$ cat src/rtl/multiprecision_add_seq.sv
// Sequential wide adder: feeds one SEG_WIDTH slice per cycle, LSB first, through a single cla_adder.
// Optional subtract mode (Sub_i port) is enabled by defining MULTIPRECISION_ADD_SUB_EN.

module cla_adder #(
    parameter int WIDTH = 32
) (
    input  logic [WIDTH-1:0] a_i,
    input  logic [WIDTH-1:0] b_i,
    input  logic             c_i,
    output logic [WIDTH-1:0] sum_o,
    output logic             c_o
);
    logic [WIDTH-1:0] gen;
    logic [WIDTH-1:0] prop;
    logic             cy;

    always_comb begin
        gen   = a_i & b_i;
        prop  = a_i ^ b_i;
        cy    = c_i;
        sum_o = '0;
        for (int i = 0; i < WIDTH; i++) begin
            sum_o[i] = prop[i] ^ cy;
            cy       = gen[i] | (prop[i] & cy);
        end
        c_o = cy;
    end
endmodule

module multiprecision_add_seq #(
    parameter int SEG_WIDTH = 32,
    parameter int NUM_SEGS  = 4
) (
    input  logic                          Clk_i,
    input  logic                          Rst_i,
    input  logic                          Start_i,
    input  logic [SEG_WIDTH*NUM_SEGS-1:0] Number1_i,
    input  logic [SEG_WIDTH*NUM_SEGS-1:0] Number2_i,
    input  logic                          Carry_i,
`ifdef MULTIPRECISION_ADD_SUB_EN
    input  logic                          Sub_i,
`endif
    output logic [SEG_WIDTH*NUM_SEGS-1:0] Result_o,
    output logic                          Carry_o,
    output logic                          Overflow_o,
    output logic                          Busy_o,
    output logic                          Done_o
);
    localparam int W     = SEG_WIDTH * NUM_SEGS;
    localparam int CNT_W = (NUM_SEGS > 2) ? $clog2(NUM_SEGS) : 1;
    localparam logic [CNT_W-1:0] LAST_SEG = CNT_W'(NUM_SEGS - 1);

    typedef enum logic [1:0] {
        IDLE = 2'd0,
        RUN  = 2'd1,
        DONE = 2'd2
    } state_t;

    state_t           state_q, state_d;
    logic [CNT_W-1:0] cnt_q, cnt_d;
    logic             carry_q, carry_d;
    logic [W-1:0]     a_q, a_d;
    logic [W-1:0]     b_q, b_d;
    logic [W-1:0]     result_q, result_d;
    logic             carry_out_q, carry_out_d;
    logic             ovf_q, ovf_d;

    logic [SEG_WIDTH-1:0] seg_a;
    logic [SEG_WIDTH-1:0] seg_b;
    logic [SEG_WIDTH-1:0] seg_sum;
    logic                 seg_cout;
    logic                 accept;

    assign seg_a = a_q[int'(cnt_q)*SEG_WIDTH +: SEG_WIDTH];
    assign seg_b = b_q[int'(cnt_q)*SEG_WIDTH +: SEG_WIDTH];

    cla_adder #(.WIDTH(SEG_WIDTH)) u_cla (
        .a_i   (seg_a),
        .b_i   (seg_b),
        .c_i   (carry_q),
        .sum_o (seg_sum),
        .c_o   (seg_cout)
    );

    assign accept = Start_i && ((state_q == IDLE) || (state_q == DONE));

    always_comb begin
        state_d     = state_q;
        cnt_d       = cnt_q;
        carry_d     = carry_q;
        a_d         = a_q;
        b_d         = b_q;
        result_d    = result_q;
        carry_out_d = carry_out_q;
        ovf_d       = ovf_q;

        if (accept) begin
            // Subtraction is A + ~B + 1, so only B and the initial carry change
            a_d = Number1_i;
`ifdef MULTIPRECISION_ADD_SUB_EN
            b_d     = Sub_i ? ~Number2_i : Number2_i;
            carry_d = Sub_i ? 1'b1 : Carry_i;
`else
            b_d     = Number2_i;
            carry_d = Carry_i;
`endif
            result_d    = '0;
            carry_out_d = 1'b0;
            ovf_d       = 1'b0;
            cnt_d       = '0;
            state_d     = RUN;
        end else if (state_q == RUN) begin
            result_d[int'(cnt_q)*SEG_WIDTH +: SEG_WIDTH] = seg_sum;
            carry_d = seg_cout;
            if (cnt_q == LAST_SEG) begin
                carry_out_d = seg_cout;
                ovf_d       = (a_q[W-1] == b_q[W-1]) && (seg_sum[SEG_WIDTH-1] != a_q[W-1]);
                state_d     = DONE;
            end else begin
                cnt_d = cnt_q + 1'b1;
            end
        end else if (state_q == DONE) begin
            state_d = IDLE;
        end
    end

    always_ff @(posedge Clk_i) begin
        a_q <= a_d;
        b_q <= b_d;
        if (Rst_i) begin
            state_q     <= IDLE;
            cnt_q       <= '0;
            carry_q     <= 1'b0;
            result_q    <= '0;
            carry_out_q <= 1'b0;
            ovf_q       <= 1'b0;
        end else begin
            state_q     <= state_d;
            cnt_q       <= cnt_d;
            carry_q     <= carry_d;
            result_q    <= result_d;
            carry_out_q <= carry_out_d;
            ovf_q       <= ovf_d;
        end
    end

    assign Result_o   = result_q;
    assign Carry_o    = carry_out_q;
    assign Overflow_o = ovf_q;
    assign Busy_o     = (state_q == RUN);
    assign Done_o     = (state_q == DONE);
endmodule

$ cat config.mk
export PLATFORM = sky130hd
export DESIGN_NAME = multiprecision_add_seq
export DESIGN_NICKNAME = d
export VERILOG_FILES = /design/src/rtl/multiprecision_add_seq.sv
export SDC_FILE = /design/constraint.sdc
export NUM_CORES = 1
export LEC_CHECK = 0
export BUFFER_PORTS_ARGS = -buffer_cell sky130_fd_sc_hd__buf_2
export CORE_UTILIZATION = 57
export DETAILED_ROUTE_END_ITERATION = 8
export PLACE_DENSITY = 0.95
export SYNTH_ARGS = -nofsm -noshare
export SYNTH_HDL_FRONTEND = slang
export SYNTH_HIERARCHICAL = 1
export SYNTH_SLANG_ARGS = --single-unit
$ cat constraint.sdc
create_clock -name Clk_i -period 31 [get_ports Clk_i]
set_input_delay 1.55 -clock Clk_i [delete_from_list [all_inputs] [get_ports Clk_i]]
set_output_delay 1.55 -clock Clk_i [all_outputs]
set_load 0.005 [all_outputs]
# [After elaboration in Yosys (flattened, before gate mapping)]
# Index checks and enable logic that the tools add are counted.
[totals] regBits=391 inputBits=260 output_inout_bits=132 wordCells=140
[op_classes] addsub=2 n_eq_ne=7 n_shift=4 n_mux=7 bitwise_logic=99 reduce_logical=12
[op_table] op="$shiftx 128x8->32" n=2
[op_table] op="$bwmux 128" n=1
[op_table] op="$shift 32x33->128 const A" n=1
[op_table] op="$shiftx 32x33->128" n=1
[op_table] op="$neg 7->33" n=1
[op_table] op="$and 1x1->1" n=32
[op_table] op="$and 32x32->32" n=1
[op_table] op="$or 1x1->1" n=32
[op_table] op="$xor 1x1->1" n=32
[op_table] op="$xor 32x32->32" n=1
[op_table] op="$reduce_and 2->1" n=4
[op_table] op="$mux 2" n=3
[op_table] op="$eq 2x2->1 const B" n=2
[op_table] op="$reduce_bool 2->1" n=2
[op_table] op="$mux 1" n=3
[op_table] op="$ne 3x1->1 const B" n=1
[op_table] op="$reduce_bool 3->1" n=1
[op_table] op="$add 2x1->2 const B" n=1
[op_table] op="$eq 2x1->1 const B" n=1
[op_table] op="$logic_and 1x1->1" n=2
[op_table] op="$logic_not 2->1" n=1
[op_table] op="$ne 2x1->1 const B" n=1
[op_table] op="$reduce_or 2->1" n=1
[op_table] op="$eq 1x1->1" n=1
[op_table] op="3 further kinds" n=3

# [Depth between registers and ports, before layout]
[logic_depth] word_depth=68 mapped_depth=42 mapped_depth_nobuf=40

# [Cells and area by module]
# The synthesis kept the hierarchy.
[by_module_without_submodules] mod="multiprecision_add_seq" n_inst=1 cells_each=875 area_each_um2=14323.7 seq_area_each_um2=10390.0
[by_module_without_submodules] mod="cla_adder" n_inst=1 cells_each=42 area_each_um2=678.2 seq_area_each_um2=0.0

# [Least setup slack after synthesis]
# Ideal clock, no wire load.
[synth_timing] kind="reg2reg" start="register cnt_q[0]" end="register ovf_q, in the netlist Overflow_o" setup_ns=0.119 arrival_ns=13.832 required_ns=30.881 setup_slack_ns=17.049 path_stages_with_launch=43 path_buffers=2 period_less_slack_ns=13.951 path_cell_list="dfxtp_1 -> buf_6 -> buf_4 -> mux4_2 -> inv_1 -> fa_1 -> inv_1 -> fa_1 -> fa_1 -> fa_1 -> fa_1 -> fa_1 -> fa_1 -> fa_1 -> fa_1 -> fa_1 -> fa_1 -> fa_1 -> [... 7 more ...] -> fa_1 -> fa_1 -> fa_1 -> fa_1 -> fa_1 -> fa_1 -> fa_1 -> fa_1 -> fa_1 -> fa_1 -> fa_1 -> fa_1 -> inv_1 -> fa_1 -> inv_1 -> and3b_1 -> nor3_1 -> nor3_1"
[synth_between] elab_chain_len=67 elab_cells_between_ends=71 classes_between="eq/ne: 2; shift: 2; bitwise: 65; reduce/logical: 2"
[synth_lines] element="start: declaration" line_no="60" rtl="logic [CNT_W-1:0] cnt_q, cnt_d;"
[synth_lines] element="start signal: assignment" line_no="139" rtl="cnt_q <= cnt_d;"
[synth_lines] element="$shiftx 128x8->32 (*)" line_no="74" rtl="assign seg_a = a_q[int'(cnt_q)*SEG_WIDTH +: SEG_WIDTH];"
[synth_lines] element="named net seg_a[0]" line_no="68" rtl="logic [SEG_WIDTH-1:0] seg_a;"
[synth_lines] element="$xor 32x32->32" line_no="19" rtl="prop = a_i ^ b_i;"
[synth_lines] element="$and 1x1->1" line_no="24" rtl="cy = gen[i] | (prop[i] & cy);"
[synth_lines] element="$or 1x1->1 (*)" line_no="24"
[synth_lines] element="$and 1x1->1 (*)" line_no="24"
[synth_lines] element="$or 1x1->1 (*)" line_no="24"
[synth_lines] element="$and 1x1->1 (*)" line_no="24"
[synth_lines] element="[... 53 more ...]"
[synth_lines] element="$and 1x1->1 (*)" line_no="24"
[synth_lines] element="$or 1x1->1 (*)" line_no="24"
[synth_lines] element="$and 1x1->1 (*)" line_no="24"
[synth_lines] element="$or 1x1->1 (*)" line_no="24"
[synth_lines] element="$xor 1x1->1 (*)" line_no="23" rtl="sum_o[i] = prop[i] ^ cy;"
[synth_lines] element="named net seg_sum[31]" line_no="70" rtl="logic [SEG_WIDTH-1:0] seg_sum;"
[synth_lines] element="$ne 1x1->1 (*)" line_no="117" rtl="ovf_d = (a_q[W-1] == b_q[W-1]) && (seg_sum[SEG_WIDTH-1] != a_q[W-1]);"
[synth_lines] element="$logic_and 1x1->1 (*)" line_no="117"
[synth_lines] element="end signal: assignment" line_no="143" rtl="ovf_q <= ovf_d;"
[synth_lines] element="end: declaration" line_no="66" rtl="logic ovf_q, ovf_d;"
# The timed path passes the listed nets; every way through them passes the cells marked *.
# A chain may end at the register's enable or synchronous reset.

# [Final worst setup path]
[layout_timing] start="register cnt_q[1]" end="register ovf_q, in the netlist Overflow_o"
# The elaborated chain is that of the path after synthesis.

==> impl_metrics.env <==
export IMPL_hp_start="Result_o[3]$_SDFFE_PP0P_"
export IMPL_boundaryPins=392
export IMPL_start_kind="register"
export IMPL_die_h_um=164
export IMPL_setup_viol=0
export IMPL_antenna_found_initial=1
export IMPL_synth_seq_cells=391
export IMPL_required_ns=31.38
export IMPL_postSynth_asyncResetShare=0
export IMPL_ys_types=36
export IMPL_syn_area_per_cell_sq_um=16.4
export IMPL_overflow=0
export IMPL_critPathKind="register to register"
export IMPL_drc_errors=0
export IMPL_wl_um=40400
export IMPL_internal_power_uw=927
export IMPL_arrival_ns=15.50
export IMPL_synth_edf_count=256
export IMPL_wl_met3_um=4610
export IMPL_dr_wl_met2_um=20500
export IMPL_postRouteAntennaNets=0
export IMPL_avgViaCountPerCell=6.06
export IMPL_irDropWorstVdd_mv=0.0683
export IMPL_p_per_area_mw_per_mm2=66.4
export IMPL_grtUsageTotal=0.294
export IMPL_yosysWarnings=6
export IMPL_drive_gt1_frac=0.413
export IMPL_area_delta_synth_final_pct=22.8
export IMPL_netlist_area_leader_share=0.512
export IMPL_synth_most_common_cell="edfxtp_1"
export IMPL_met1Wirelength_um=13600
export IMPL_topRoutingLayerUsed="met4"
export IMPL_synth_top_cell_by_area="edfxtp_1"
export IMPL_combPwrFrac=0.123
export IMPL_final_core_util=0.711
export IMPL_p_leak_nw=7.04
export IMPL_rr_worst_depth=40
export IMPL_grt_pass1_vias=10400
export IMPL_power_clock_fraction=0.387
export IMPL_critPathCaptureType="register"
export IMPL_vias=10000
export IMPL_hold_viol_final=0
export IMPL_min_to="Result_o[3]$_SDFFE_PP0P_"
export IMPL_ys_seq_area_frac=0.693
export IMPL_cts_tree="yes"
export IMPL_skew_ns=0.0211
export IMPL_grt_pass1_wl_um=58300
export IMPL_rr_startpoint="cnt_q[1]$_SDFFE_PP0P_"
export IMPL_reg2reg_to="Overflow_o$_SDFFE_PP0P_"
export IMPL_nNetsFinal=1587
export IMPL_dieArea_sq_mm=0.0270
export IMPL_hold_class="register to register"
export IMPL_clkSinkCount=391
export IMPL_cts_setup_buffers=0
export IMPL_synth_fa_ha_area_frac=0.0510
export IMPL_syn_nets=1219
export IMPL_p_total_mw=1.22
export IMPL_p_sw_uw=297
export IMPL_drv_cap=0
export IMPL_worstMarginPinSlew_ns=1.25
export IMPL_synth_top_family_by_area="multiplexers"
export IMPL_clock_latency_ns=0.52
export IMPL_fmax_mhz=66.1
export IMPL_fp_dieW_um=164
export IMPL_wl_per_cell_um=24.5
export IMPL_row_count=59
export IMPL_synthXorXnorAreaFrac=0.000584
export IMPL_ys_top_cells_by_area="edfxtp_1 (51%), dfxtp_1 (18%), mux4_2 (9.6%), a32oi_1 (5.4%), fa_1 (4.3%)"
export IMPL_grt_max_degree=102
export IMPL_cts_root_buf="clkbuf_16"
export IMPL_max_stage_delay_ns=0.78
export IMPL_period_share=0.488
export IMPL_post_cts_resized_instances=0
export IMPL_cts_buffer_depth=3
export IMPL_syn_inst=917
export IMPL_dr_pass1_iters=9
export IMPL_yosys_most_used_dff="edfxtp_1"
export IMPL_gp_congestion=0.803
export IMPL_slew_violations=0
export IMPL_synthesis_area_sq_mm=0.0150
export IMPL_cts_htree_levels=2
export IMPL_r2r_slack_ns=15.88
export IMPL_core_area_sq_mm=0.0259
export IMPL_clk_pin_slew_ns=0.06
export IMPL_slew_headroom=0.163
export IMPL_hold_path_depth=2
export IMPL_initial_utilization=0.579
export IMPL_ys_top_cells_by_count="edfxtp_1 (256), dfxtp_1 (135), nor2_1 (95)"
export IMPL_synth_compound_area_frac=0.0701
export IMPL_path_buf_inv=4
export IMPL_switching_share=0.243
export IMPL_cts_hold_buffers_added=0
export IMPL_muxShareOfSynthArea=0.0967
export IMPL_synthSimpleGateAreaFrac=0.0587
export IMPL_worst_hold_slack_ns=0.449
export IMPL_finalCriticalPeriod_ns=15.12
export IMPL_port_buffers=391
export IMPL_drt_iter0_markers=1174
export IMPL_cts_buffers_inserted=40
export IMPL_path_delay_family="adder cells"
export IMPL_tns_ns=0
export IMPL_cp_slowest_cell="dfxtp_4"
export IMPL_dp_hpwl_um=27200
export IMPL_grt_setup_unrepaired="false"
export IMPL_crit_fanout=44
export IMPL_crit_top_cell="fa_1"
export IMPL_outcome="finished, final reports clean"
export IMPL_p_seq_frac=0.491
-- cells by family after synthesis --
family          Yosys count
flops                   391
mux                      65
xor+xnor                  1
simple gates            189
compound gates          137
fa+ha+maj                42
buf+inv                  92
-- registers in the layout (all words and copies together), names as in the netlist --
| signal | cells |
|---|---|
| carry_q | 1 |
| b_q | 128 |
| cnt_q | 2 |
| Overflow_o | 1 |
| state_q | 2 |
| a_q | 128 |
| Result_o | 128 |
| Carry_o | 1 |
-- per-stage QoR --
stage	worst slack, ns	instances	instance area [sq um]
2_1_floorplan	17.05	917	15000
3_3_place_gp	16.23	1578	17100
3_5_place_dp	16.04	1578	17100
4_1_cts	15.98	1651	18400
5_1_grt	15.55	1652	18400
6_report	15.88	1652	18400
-- tightest hold or removal path, delay by kind of cell, from the launching register on --
kind,cells,cell delay (ns)
flip-flops,1,0.30
AND/OR/NAND/NOR,1,0.05
AO/OA/AOI/OAI,1,0.05
-- cell usage in the layout (no fill, tap or decap), types with 2 or more instances in the layout --
cell type	netlist	layout
clkbuf_1	33	8
bufinv_16	0	2
nor2b_1	3	2
mux4_2	64	64
nor2_1	95	95
ha_1	10	9
o21ai_0	2	2
edfxtp_1	256	256
nand4_1	32	32
inv_6	0	3
nand2_1	42	40
dfxtp_1	135	133
fa_1	32	32
a21oi_1	36	36
a32oi_1	93	93
nor3_1	2	2
inv_1	17	16
buf_2	29	391
clkbuf_16	0	42
nand2_2	0	2
nand3_2	3	3
inv_8	0	2
clkinv_2	0	4
buf_4	5	10
clkinv_1	0	7
nor2b_4	0	2
a21oi_2	3	3
clkbuf_8	0	5
dfxtp_4	0	2
-- worst max path at each step --
stage                                     start  slack (ns)                 endpoint  cells past startpoint
final                     cnt_q[1]$_SDFFE_PP0P_       15.88  Overflow_o$_SDFFE_PP0P_                     40
after global routing      cnt_q[1]$_SDFFE_PP0P_       15.55  Overflow_o$_SDFFE_PP0P_                     40
after CTS                 cnt_q[1]$_SDFFE_PP0P_       15.98  Overflow_o$_SDFFE_PP0P_                     40
after detailed placement  cnt_q[1]$_SDFFE_PP0P_       16.04  Overflow_o$_SDFFE_PP0P_                     40
after global placement    cnt_q[1]$_SDFFE_PP0P_       16.23  Overflow_o$_SDFFE_PP0P_                     40
after floorplan           cnt_q[0]$_SDFFE_PP0P_       17.05  Overflow_o$_SDFFE_PP0P_                     42
-- area by class of cell --
class / count / area, sq um
Antenna cell: 1 / 2.50
Clock buffer: 55 / 1150
Clock inverter: 18 / 149
Fill cell: 1581 / 7490
Inverter: 17 / 71.3
Multi-Input combinational cell: 434 / 4200
Sequential cell: 391 / 10400
Tap cell: 335 / 419
Timing Repair Buffer: 401 / 2030
-- layer usage --
layer | vias up | GRT usage
met2 | 700 | 0.509
met5 | - | 0
met3 | 139 | 0.0869
li1 | 4308 | -
met1 | 4871 | 0.333
met4 | 0 | 0.142
-- power by group through the flow --
| stage | sequential (mW) | combinational [mW] | clock [mW] |
|---|---|---|---|
| final | 0.600 | 0.150 | 0.473 |
| after global routing | 0.603 | 0.158 | 0.498 |
| after CTS | 0.601 | 0.147 | 0.478 |
| after detailed placement | 0.611 | 0.146 | 0 |
| after global placement | 0.609 | 0.141 | 0 |
| after floorplan | 0.612 | 0.0900 | 0 |
Note: power is estimated with default switching activity, not from simulation.
